<file path="config.mk">
export PLATFORM = sky130hd
export DESIGN_NAME = bypass_ctrl
export DESIGN_NICKNAME = d
export VERILOG_FILES = /design/src/rtl/bypass_ctrl.sv
export SDC_FILE = /design/constraint.sdc
export NUM_CORES = 1
export LEC_CHECK = 0
export CORE_MARGIN = 5
export CORE_UTILIZATION = 45
export CTS_CLUSTER_DIAMETER = 120
export DETAILED_ROUTE_END_ITERATION = 10
export GPL_ROUTABILITY_DRIVEN = 0
export MAX_ROUTING_LAYER = met4
export PLACE_DENSITY = 0.76
export SETUP_SLACK_MARGIN = 0.4
export SYNTH_ARGS = -nofsm -noshare
export SYNTH_HDL_FRONTEND = slang
export SYNTH_SLANG_ARGS = --single-unit
</file>
<file path="constraint.sdc">
create_clock -name clk -period 2.2 [get_ports clk]
set_input_delay 0.22 -clock clk [delete_from_list [all_inputs] [get_ports clk]]
set_output_delay 0.22 -clock clk [all_outputs]
set_load 0.01 [all_outputs]
</file>
<file path="src/rtl/bypass_ctrl.sv">
// bypass_ctrl: operand bypass select and load-use hazard detection.
// Tracks destination tags of the EX and MM stages of a 5-stage pipe.
module bypass_ctrl #(
    parameter  int REG_NUM = 32,
    localparam int RW      = $clog2(REG_NUM)
) (
    input  logic          clk,
    input  logic          rst,
    input  logic          id_valid,
    input  logic [RW-1:0] id_rd,
    input  logic          id_wen,
    input  logic          id_is_load,
    input  logic [RW-1:0] id_rs1,
    input  logic [RW-1:0] id_rs2,
    input  logic          id_use_rs1,
    input  logic          id_use_rs2,
    input  logic          pipe_stall,
    input  logic          flush,
    output logic [1:0]    fwd_sel_rs1,
    output logic [1:0]    fwd_sel_rs2,
    output logic          load_use_stall,
    output logic [15:0]   stall_count
);

    typedef struct packed {
        logic          valid;
        logic [RW-1:0] rd;
        logic          is_load;
    } tag_t;

    localparam logic [1:0] SEL_FILE = 2'b00;
    localparam logic [1:0] SEL_EXP  = 2'b01;
    localparam logic [1:0] SEL_MMP  = 2'b10;
    localparam logic [1:0] SEL_MMM  = 2'b11;

    tag_t ex_tag;
    tag_t mm_tag;
    tag_t ex_next;

    logic flush_pending;
    logic eff_flush;

    logic m_ex1;
    logic m_mm1;
    logic m_ex2;
    logic m_mm2;
    logic hz_rs1;
    logic hz_rs2;

    // x0 never matches, so a tag naming it can never forward
    function automatic logic tag_match(
        input tag_t          t,
        input logic          en,
        input logic [RW-1:0] rs
    );
        return en && (rs != '0) && t.valid && (t.rd == rs);
    endfunction

    assign eff_flush = flush | flush_pending;

    assign m_ex1 = tag_match(ex_tag, id_use_rs1, id_rs1);
    assign m_mm1 = tag_match(mm_tag, id_use_rs1, id_rs1);
    assign m_ex2 = tag_match(ex_tag, id_use_rs2, id_rs2);
    assign m_mm2 = tag_match(mm_tag, id_use_rs2, id_rs2);

    assign hz_rs1 = m_ex1 & ex_tag.is_load;
    assign hz_rs2 = m_ex2 & ex_tag.is_load;

    assign load_use_stall = id_valid & (hz_rs1 | hz_rs2) & ~eff_flush;

    // rs1 select: youngest non-load producer first, then MM data or load
    always_comb begin
        fwd_sel_rs1 = SEL_FILE;
        if (m_ex1 && !ex_tag.is_load) begin
            fwd_sel_rs1 = SEL_EXP;
        end else if (m_mm1 && !mm_tag.is_load) begin
            fwd_sel_rs1 = SEL_MMP;
        end else if (m_mm1 && mm_tag.is_load) begin
            fwd_sel_rs1 = SEL_MMM;
        end
    end

    // rs2 select: same priority as rs1
    always_comb begin
        fwd_sel_rs2 = SEL_FILE;
        if (m_ex2 && !ex_tag.is_load) begin
            fwd_sel_rs2 = SEL_EXP;
        end else if (m_mm2 && !mm_tag.is_load) begin
            fwd_sel_rs2 = SEL_MMP;
        end else if (m_mm2 && mm_tag.is_load) begin
            fwd_sel_rs2 = SEL_MMM;
        end
    end

    // decode tag entering EX; bubble on stall, flush or no instruction
    always_comb begin
        ex_next.rd      = id_rd;
        ex_next.is_load = id_is_load;
        ex_next.valid   = id_valid & id_wen & (id_rd != '0)
                        & ~load_use_stall & ~eff_flush;
    end

    // tag pipeline advances only when the memory side is not stalled
    always_ff @(posedge clk or posedge rst) begin
        if (rst) begin
            ex_tag <= '0;
            mm_tag <= '0;
        end else if (!pipe_stall) begin
            mm_tag <= ex_tag;
            ex_tag <= ex_next;
        end
    end

    // remember a flush that arrived while frozen until the pipe moves
    always_ff @(posedge clk or posedge rst) begin
        if (rst) begin
            flush_pending <= 1'b0;
        end else if (pipe_stall) begin
            if (flush) begin
                flush_pending <= 1'b1;
            end
        end else begin
            flush_pending <= 1'b0;
        end
    end

    // saturating count of load-use stall cycles
    always_ff @(posedge clk or posedge rst) begin
        if (rst) begin
            stall_count <= '0;
        end else if (load_use_stall && (stall_count != 16'hFFFF)) begin
            stall_count <= stall_count + 16'd1;
        end
    end

endmodule

</file>
==> impl_metrics.toml <==
[power_and_ir_drop]
power.share.combinational_pct = 16.2
p_leak_nw = 1.152
p_int_mw = 1.111
clockPowerShare_pct = 39.2
vdd_ir_drop_max_mv = 0.6186
power_density_nw_per_um2 = 526.8
sw_frac_of_total_pct = 23.52
sequentialPowerShare_pct = 44.6
total_switching_power_mw = 0.3415

[yosys]
synth_enable_flop_cells = 0
muxShareOfSynthArea_pct = 9.563
postSynthCellCount = 156
ys_async_sr_fraction_pct = 100.0
synth.top_cells.by_area = "sky130_fd_sc_hd__dfrtp_1, sky130_fd_sc_hd__xnor2_1, sky130_fd_sc_hd__mux2_2"
post-synth-top-area-fraction_pct = 45.96
largest_family_of_logic_cells_by_synthesized_area = "simple AND/OR/NAND/NOR gates"
synth_top_flop_cell = "sky130_fd_sc_hd__dfrtp_1"
number_of_different_library_cells_in_the_post_synthesis_netlist = 33
synthesis.area_um2 = 1688
synth_compound_gate_area_share_pct = 3.781
synth.largest_area_cell = "sky130_fd_sc_hd__dfrtp_1"
synth.avg_cell_area_um2 = 10.82
synth_simple_gate_area_share_pct = 20.68
yosys_warnings = 0
post_synth_xor_area_fraction_pct = 17.64
yosys.area_share.adder_pct = 0.7413
synth_seq_area_share_pct = 45.96
synth_seq_cells = 31
mappedNetlistNets = 181

[die]
io_pins = 45
start_util_pct = 46.10
design.core.area_um2 = 3661
placement_rows = 22
die-area_um2 = 5076
die_h_um = 71.25
fp.dieW_um = 71.25

[setup_path]
timing.critical_path.cells = "xnor2_2 > nand4_1 > nor3_1 > or2_1 > and2_4 > buf_6"
timing.critical_path.from_type = "flop"
worst-path-max-fanout = 4
cp_data_required_time_ns = 1.98
arr_time_crit_path_ns = 1.71
timing.critical_path.max_delay_family = "simple AND/OR/NAND/NOR gates"
worstPathBufferInverterCount = 1
crit_path_max_incr_delay_ns = 0.47
critical_path.endpoint_type = "primary output"
critical-path-slowest-cell = "sky130_fd_sc_hd__dfrtp_2"
setup.worst_path.class = "flop to primary output"

[timing]
finalWorstPathRequiredPeriod_ns = 1.926
finalSetupTns_ns = 0
final.setup_skew_ns = 0.004143
max_freq_ghz = 0.5191
timing.final.hold_violations = 0
final-setup-viol-count = 0
final_count_of_pins_violating_max_slew = 0
worst_pin_slew_ns = 0.5333
max_slew_margin_pct = 64.35
share_of_the_clock_period_used_by_the_worst_path_after_layout_pct = 87.56
grt_setup_unrepaired = "true"

[cells_and_area]
fillers = 231
number_of_antenna_cells_inserted = 0
area_delta_synth_final_pct = 63.31
layout.area.seq_um2 = 780.7
multiInputGateArea_um2 = 1096
finish.utilization_pct = 75.29
design.final.nets = 261
drive_gt1_share_pct = 41.77

[route]
post_drt_via_cell_ratio = 5.411
wl_per_cell_um = 18.29
drc_errors = 0
detailedRoute.firstPassIterationCount = 4
dr_total_vias = 1542
wl_um = 5214
ant_nets = 0
dr.first_iter.drc_count = 100

[global_routing]
track_usage_pct = 19.19
grt-busiest-layer = "met2"
grt.met3_usage_pct = 3.366
groute.layer.met2.usage_pct = 31.02
grt_pass1_wl_um = 7555
antenna_found_initial = 0
gr-usage-met1_pct = 25.07
grt_start_max_net_pins = 32
grt-ovfl-total = 0
grt_pass1_vias = 1634

[cts]
clk_root_buffer_cell = "sky130_fd_sc_hd__clkbuf_8"
tritoncts_clock_tree = "done"
cts_inserted_buffers = 5
cts_h_tree_lvls = 2
worst_skew_pair.late_latency_ns = 0.27
postCtsHoldBufs = 0
worst_setup_hold_path_clk_slew_ns = 0.07
max-clock-path-buffers = 2
cts_num_sinks = 31

[placed_design]
dpl.hpwl_um = 3219
placement.io_buffers = 44

[run]
cap_viol_max_count = 0

[hold_path]
worstHoldPathType = "primary input to asynchronous set/reset pin"

[outcome]
outcome = "completed"
## layer usage
| layer | vias up | share of wire [%] |
|---|---|---|
| met2 | 49 | 53 |
| met4 | 0 | 1.1 |
| met1 | 771 | 42 |
| li1 | 716 | - |
| met5 | - | 0 |
| met3 | 6 | 4.5 |
## final cells by class
| cell class | instances | share of cell area, % |
|---|---|---|
| sequential | 31 | 28.33 |
| clock buffer | 6 | 2.996 |
| multi-input combinational | 120 | 39.76 |
| tap | 48 | 2.179 |
| clock inverter | 2 | 1.271 |
| timing repair buffer | 77 | 25.33 |
| inverter | 1 | 0.1362 |
## worst min-delay path, stage by stage
cell	delay, ns
sky130_fd_sc_hd__clkdlybuf4s50_1	0.39
sky130_fd_sc_hd__inv_1	0.05
sky130_fd_sc_hd__buf_4	0.35
## sequential cells by signal, indices dropped and copies added, names as in the netlist
name and flops:
stall_count 16, ex_tag 7, mm_tag 7, flush_pending 1
## per-stage QoR
step	setup slack, ns	cells	cell area, um2	hold slack (ns)	total power, mW
after floorplan	0.3533	156	1702	0.3235	0.7518
after global placement	-0.3252	261	2306	0.4766	0.8446
after detailed placement	-0.3641	261	2306	0.4816	0.8579
after CTS	0.2952	281	2557	0.3362	1.441
after global routing	0.1345	285	2756	0.3708	1.516
final	0.2737	285	2756	0.3243	1.452
## repair_timing
action	in CTS	in global routing
cloned	0	1
pin swaps	19	23
resized for setup	60	29
setup endpoints to repair	21	21
buffers inserted	12	3
## logic make-up after synthesis
family | after synthesis
AO/OA/AOI/OAI | 9
XOR/XNOR | 34
adder cells (fa/ha/maj) | 1
buffers and inverters | 5
flip-flops | 31
multiplexers | 14
AND/OR/NAND/NOR | 62
## power by group through the flow
stage	logic [mW]	clock network, mW	registers, mW
after CTS	0.220	0.578	0.643
after global placement	0.195	0	0.649
final	0.235	0.569	0.648
after floorplan	0.113	0	0.639
after detailed placement	0.205	0	0.653
after global routing	0.256	0.608	0.652
## worst paths after layout
path / from / endpoint / slack [ns] / cells past startpoint
max reg2reg: ex_tag[5] / stall_count[1] / 0.29 / 7
min: rst / mm_tag[3] / 0.32 / 3
max: ex_tag[5] / load_use_stall / 0.27 / 6
min in group clk: stall_count[13] / stall_count[13] / 0.50 / 1
min reg2reg: stall_count[13] / stall_count[13] / 0.50 / 1
max in group asynchronous: rst / stall_count[6] / 1.57 / 3
## synthesized netlist by cell type, drive strengths merged (4+ instances only)
master  instances
and3            4
dfrtp          31
mux2           14
nand2          10
nand3           9
nand4          10
nor2            4
nor2b           4
nor3            6
o21ai           4
xnor2          33
## placed cells by master, fill, tap and decap left out, types with 4 or more instances in the layout
master,count
sky130_fd_sc_hd__buf_2,6
sky130_fd_sc_hd__buf_4,26
sky130_fd_sc_hd__buf_6,6
sky130_fd_sc_hd__clkbuf_8,6
sky130_fd_sc_hd__clkdlybuf4s15_1,4
sky130_fd_sc_hd__clkdlybuf4s50_1,29
sky130_fd_sc_hd__dfrtp_1,27
sky130_fd_sc_hd__dfrtp_2,4
sky130_fd_sc_hd__dlygate4sd2_1,4
sky130_fd_sc_hd__mux2_2,13
sky130_fd_sc_hd__nand2_1,8
sky130_fd_sc_hd__nand3_1,5
sky130_fd_sc_hd__nand4_1,10
sky130_fd_sc_hd__nor2b_1,4
sky130_fd_sc_hd__nor3_2,4
sky130_fd_sc_hd__xnor2_1,26
sky130_fd_sc_hd__xnor2_2,7
Power figures use the tool's default switching activity.
